File: src/rtl/mult_arbiter.sv
// mult_arbiter: round-robin sharing of one shift-add multiplier between two clients.
// Define MULT_ARB_TIMEOUT_EN to abort a WAIT that lasts TIMEOUT cycles with err.
module mult_arbiter #(
    parameter int TIMEOUT = 40,
    parameter int CNT_W   = 6
) (
    input  logic clk,
    input  logic reset,
    input  logic req0,
    input  logic req1,
    input  logic sign0,
    input  logic sign1,
    input  logic valid,
    output logic start,
    output logic sign,
    output logic gnt0,
    output logic gnt1,
    output logic done0,
    output logic done1,
    output logic busy,
    output logic err
);
    typedef enum logic [1:0] {IDLE, LAUNCH, WAIT, DONE} state_t;
    state_t state, state_n;
    logic ptr, ptr_n, gsel, gsel_n, sign_q, sign_n, valid_q, rise, tmo;
    assign rise = valid & ~valid_q;
    always_ff @(posedge clk) begin
        if (reset) begin
            state   <= IDLE;
            ptr     <= 1'b1;
            gsel    <= 1'b0;
            sign_q  <= 1'b0;
            valid_q <= 1'b0;
        end else begin
            state   <= state_n;
            ptr     <= ptr_n;
            gsel    <= gsel_n;
            sign_q  <= sign_n;
            valid_q <= valid;
        end
    end
    always_comb begin
        state_n = state;
        ptr_n   = ptr;
        gsel_n  = gsel;
        sign_n  = sign_q;
        case (state)
            IDLE: if (req0 | req1) begin
                // on a tie the client that did not finish last wins
                gsel_n  = (req0 & req1) ? ~ptr : req1;
                sign_n  = gsel_n ? sign1 : sign0;
                state_n = LAUNCH;
            end
            LAUNCH: state_n = WAIT;
            WAIT: state_n = (rise | tmo) ? DONE : WAIT;
            DONE: begin
                ptr_n   = gsel;
                state_n = IDLE;
            end
            default: state_n = IDLE;
        endcase
    end
`ifdef MULT_ARB_TIMEOUT_EN
    logic [CNT_W-1:0] cnt;
    logic err_q;
    assign tmo = (state == WAIT) && (cnt == CNT_W'(TIMEOUT - 1));
    always_ff @(posedge clk) begin
        if (reset) begin
            cnt   <= '0;
            err_q <= 1'b0;
        end else begin
            cnt <= (state == LAUNCH) ? '0 : (state == WAIT) ? cnt + CNT_W'(1) : cnt;
            // a valid edge coinciding with the timeout counts as a normal completion
            if (state == WAIT && state_n == DONE) err_q <= ~rise;
        end
    end
    assign err = (state == DONE) & err_q;
`else
    logic unused_par;
    assign unused_par = ^{TIMEOUT[0], CNT_W[0]};
    assign tmo = 1'b0;
    assign err = 1'b0;
`endif
    assign busy  = state != IDLE;
    assign start = state == LAUNCH;
    assign sign  = sign_q;
    assign gnt0  = busy & ~gsel;
    assign gnt1  = busy & gsel;
    assign done0 = (state == DONE) & ~gsel;
    assign done1 = (state == DONE) & gsel;
endmodule

File: config.mk
export PLATFORM = sky130hd
export DESIGN_NAME = mult_arbiter
export DESIGN_NICKNAME = d
export VERILOG_FILES = /design/src/rtl/mult_arbiter.sv
export SDC_FILE = /design/constraint.sdc
export NUM_CORES = 1
export LEC_CHECK = 0
export CAP_MARGIN = 25
export CORE_AREA = 5 5 42 44
export DETAILED_ROUTE_END_ITERATION = 10
export DIE_AREA = 0 0 47 49
export SLEW_MARGIN = 30
export SYNTH_ARGS = -nofsm -noshare
export SYNTH_HDL_FRONTEND = slang
export SYNTH_SLANG_ARGS = --single-unit
export TNS_END_PERCENT = 50
File: constraint.sdc
create_clock -name clk -period 2.25 [get_ports clk]
set_input_delay 0.45 -clock clk [delete_from_list [all_inputs] [get_ports clk]]
set_output_delay 0.45 -clock clk [all_outputs]
set_load 0.01 [all_outputs]
# Yosys cells after proc, flatten, opt, wreduce, memory -nomap -nowiden
# Cells that the tools add are included.
[word_totals]
wordCells = 27
n_memories = 0
mem_bits_rw = 0
ff_bits = 6
rom_bits = 0
output_inout_bits = 8
latchBits = 0
[op_classes]
n_addsub = 0
shift = 0
n_reduce_logical = 3
n_div = 0
eq_ne = 4
muxes = 5
bitwise_logic = 10
n_lt_le_gt_ge = 0
multipliers = 0
[op_table]
columns = ["cell", "n"]
rows = [
  ["2-bit one-hot mux with 4 select lines", 1],
  ["1-bit bitwise AND", 6],
  ["2-bit equality test, second input constant", 2],
  ["1-bit 2-to-1 mux", 3],
  ["1-bit inverter", 3],
  ["2-bit by 1-bit equality test with 1-bit output, second input constant", 1],
  ["2-bit logical NOT", 1],
  ["2-bit 2-to-1 mux", 1],
  ["2-bit != test, second input constant", 1],
  ["2-bit AND reduction", 1],
  ["2-bit nonzero test", 1],
  ["1-bit OR", 1],
]

# Logic depth before layout (Yosys ltp)
# Gate-level depths: netlist of the first run.
[logic_depth]
depth_word = 4
ltp_mapped = 6
ltp_nobuf = 5

# Worst setup path before layout of the first run
# OpenSTA, ideal clock, no wires.
[synth_path]
path_type = "register -> output"
from = "register state[0]"
to = "output gnt1"
required_time_ns = 1.800
path_stages_with_launch = 5
arrival_time_ns = 0.936
setup_slack_ns = 0.864
path_cell_list = "dfxtp_1 inv_1 ha_1 buf_4 nor2b_1"
[synth_between]
elab_chain_cells = 2
[synth_rtl]
columns = ["item", "line", "text"]
rows = [
  ["start, declared", "24", "state_t state, state_n;"],
  ["start signal, assigned", "35", "state <= state_n;"],
  ["2-bit nonzero test", "84", "assign busy = state != IDLE;"],
  ["1-bit bitwise AND", "88", "assign gnt1 = busy & gsel;"],
  ["end, declared", "17", "output logic gnt1,"],
]
# No other way between the ends.

# Worst setup path after layout of the first run
# Ends and elaborated chain as after synthesis.

==> Flow_metrics.wiki, run 1 <==
{| class="wikitable"
! Metric !! Value
|-
| Largest fanout on the critical path || 9
|-
| Number of setup violations in the final report || 0
|-
| Hold path cells || 1
|-
| Accumulated negative setup slack || 0 ps
|-
| Count of filler cells inserted in the layout || ~170
|-
| Buffer levels on the longest clock path || 2
|-
| Fraction of final layout cells with drive strength greater than 1 || 0.0926
|-
| Outcome || finished, final reports clean
|-
| Number of remaining DRC errors || 0
|-
| Count of buffer and inverter cells on the critical path || 2
|-
| CTS root buf || sky130_fd_sc_hd__clkbuf_4
|-
| Fmax || 0.482 GHz
|-
| Global-route wire length before repair || 1190 microns
|-
| IR drop worst, VDD || roughly 0.38 mV
|-
| Detailed placer's ending HPWL || 552 microns
|-
| Worst path max stage delay || 550 ps
|-
| Yosys Warn Count || 0
|-
| Number of antenna violations at the first check in global routing || 0
|-
| Startpoint of the most critical hold path || ptr
|-
| Final hold violations || 0
|-
| Setup repair after global routing missed its margin || false
|-
| Count of clock tree sinks || 6
|-
| LEAKAGE || ~0.00021 uW
|-
| Post-route cell area || about 500 sq um
|-
| Required time at the endpoint of the critical path || 1800 ps
|-
| WP depth || 4
|-
| Total overflow reported by the global router || 0
|-
| Average detailed-routed wire length per instance || 10.1 microns
|-
| Final clock skew || 0.858 ps
|-
| Routed wire length || just over 700 microns
|-
| Minimum clock period || 2080 ps
|-
| Syn_area_per_cell || 8.45 sq um
|-
| Routability Congestion || slightly above 0.7
|-
| Chip Height || 49 microns
|-
| Critical R2R Capture || state[1]
|-
| Post-CTS Setup Bufs || 0
|-
| Total of cells resized after clock tree synthesis || 0
|-
| Area of the core region || between 1000 and 1500 sq um
|-
| Width of the chip || 47 microns
|-
| Library cells used by synthesis || 20
|-
| Post-CTS clock slew at the launch and capture registers of the worst setup and hold paths || 40 ps
|-
| Max Cap Viol || 0
|-
| Element type at the critical path end || output port
|-
| CTS Buf Count || 3
|-
| Clk_lat worst skew || between 200 and 250 ps
|-
| Number of buffers added on ports || 13
|-
| Critical R2R Launch || state[0]
|-
| Post-Syn Nets || 51
|-
| Slack of the worst reg-to-reg path || about 940 ps
|-
| Cells after synthesis || 40
|-
| Starting Density || 0.241
|-
| Power Density || 910 nW/um^2
|-
| Via count || a little over 300
|-
| Num rows || 14
|-
| Type of origin of the critical path || register
|-
| Post-Syn Area || approximately 340 sq um
|-
| CTS tree || built
|-
| Length in cells of the worst reg-to-reg path || 5
|-
| Total chip power || around 450 uW
|-
| Cell-by-cell trace of the critical path || inv_1 -> ha_2 -> nor2b_1 -> clkdlybuf4s50_1
|-
| Maximum level of the CTS H-tree || 1
|-
| Share of the yosys chip area belonging to registers || 0.356
|-
| Cell with the largest stage delay on the worst path || sky130_fd_sc_hd__clkdlybuf4s50_1
|-
| Synthesis-to-finish area growth || 47.4%
|-
| Number of nets still failing antenna checks after routing || 0
|-
| Register bit count reported by yosys || 6
|-
| Arr. time, crit path || 1630 ps
|-
| Number of nets in the layout || 67
|-
| Pre-Repair DR Iteration Count || 4
|-
| Category of the critical setup timing path || reg2out
|-
| Hold Path End || ptr
|-
| Global-route total usage across every layer || 0.0746
|-
| Routed vias/inst || 4.40
|-
| Cell class contributing the biggest share of worst-path delay || buffers and inverters
|-
| Final period utilization || 0.923
|-
| Maximum number of pins on one net before global-route repair || 10
|-
| Post-placement cell area || 473 sq um
|-
| Starting DRT DRC Count || 6
|-
| Die area || 2300 sq um
|-
| Total I/O pin count || 15
|-
| Class of the tightest hold or removal check || reg2reg
|-
| Number of antenna repair diodes || 0
|-
| Vias in the first global route || 288
|-
| Hold Buf Count CTS || 0
|-
| Final number of max-transition violations || 0
|}
==> layer usage <==
| metal | GRT usage | wire length [microns] | up-vias |
|---|---|---|---|
| met5 | 0 | 0 | - |
| met1 | 0.0989 | 354 | 130 |
| met2 | 0.0814 | 286 | 13 |
| met4 | 0.0691 | 23 | 0 |
| met3 | 0.0369 | 45 | 4 |
| li1 | - | - | 161 |
==> synth_stat cells <==
cell type	number	area [sq um]
sky130_fd_sc_hd__a32oi_1	1	8.76
sky130_fd_sc_hd__a211oi_1	1	7.51
sky130_fd_sc_hd__nor3_1	1	5.00
sky130_fd_sc_hd__nor4_1	1	6.26
sky130_fd_sc_hd__ha_1	4	50.1
sky130_fd_sc_hd__nor2_1	4	15.0
sky130_fd_sc_hd__and4b_1	1	10.0
sky130_fd_sc_hd__inv_1	5	18.8
sky130_fd_sc_hd__conb_1	1	3.75
sky130_fd_sc_hd__dfxtp_1	6	120
sky130_fd_sc_hd__or3_1	1	6.26
sky130_fd_sc_hd__a31oi_1	1	6.26
sky130_fd_sc_hd__and2_1	1	6.26
sky130_fd_sc_hd__or2_4	1	8.76
sky130_fd_sc_hd__a211o_1	1	8.76
sky130_fd_sc_hd__nor2b_1	3	18.8
sky130_fd_sc_hd__nand2_1	2	7.51
sky130_fd_sc_hd__o21ai_0	1	5.00
sky130_fd_sc_hd__buf_4	2	15.0
sky130_fd_sc_hd__a21oi_1	2	10.0
==> worst reg2reg max path, cell delays in order (launching register included) <==
cell and delay, ps:
sky130_fd_sc_hd__dfxtp_1 330, sky130_fd_sc_hd__inv_1 90, sky130_fd_sc_hd__ha_2 270, sky130_fd_sc_hd__inv_1 90, sky130_fd_sc_hd__or3_1 350, sky130_fd_sc_hd__a21oi_1 120
==> per-stage QoR <==
stage	cells	util	hold slack [ps]	worst slack [ps]
floorplan	40	-	459	864
global placement	67	0.338	495	384
detailed placement	67	0.338	492	359
CTS	70	0.354	502	71.8
global route	70	0.355	529	81.0
finish	70	0.355	499	174
==> area by class of cell <==
class | instances | area [sq um] | area share
Clock buffer | 3 | 22.5 | 0.0452
Multi-Input combinational cell | 27 | 186 | 0.374
Timing Repair Buffer | 13 | 130 | 0.261
Inverter | 5 | 18.8 | 0.0377
Sequential cell | 6 | 120 | 0.241
Tap cell | 16 | 20.0 | 0.0402
==> registers in the layout (all words and copies together) (netlist names) <==
signal and count:
ptr 1, gsel 1, valid_q 1, sign 1, state 2
==> report_power, final <==
group	switching (uW)	total, uW	internal, uW
logic	97.1	208	111
clock network	37.0	97.2	60.2
registers	18.0	148	130
==> cells in the final DEF, fill, tap and decap left out, drive strengths merged <==
master,n
a32oi,1
nor4,1
clkbuf,3
or2,1
nor3,1
inv,5
a211o,1
and2,1
nor2b,3
and4b,1
or3,1
a21oi,2
nand2,2
a211oi,1
clkdlybuf4s50,13
conb,1
ha,4
a31oi,1
o21ai,1
dfxtp,6
nor2,4
==> kinds of logic after synthesis <==
family,count (synthesis),share of synthesized area
adders and majority gates,4,0.148
DFF,6,0.356
AOI/OAI and AO/OA,7,0.137
other,1,0.0111
and+or+nand+nor,15,0.248
buffers and inverters,7,0.100
==> how the worst max path moves through the flow <==
stage | slack [ps] | startpoint | endpoint
after CTS | 70 | state[0] | gnt1
final | 170 | state[0] | gnt1
after detailed placement | 360 | state[0] | gnt1
after global routing | 80 | state[0] | gnt1
after global placement | 380 | state[0] | gnt0
after floorplan | 860 | state[0] | gnt1
Note: power is estimated with default switching activity, not from simulation.
==> inputs of run 2 (changes only) <==
- CAP_MARGIN: 25 -> not set
==> results of run 2 <==
Final layout, timing and power as in run 1 (identical DEF).
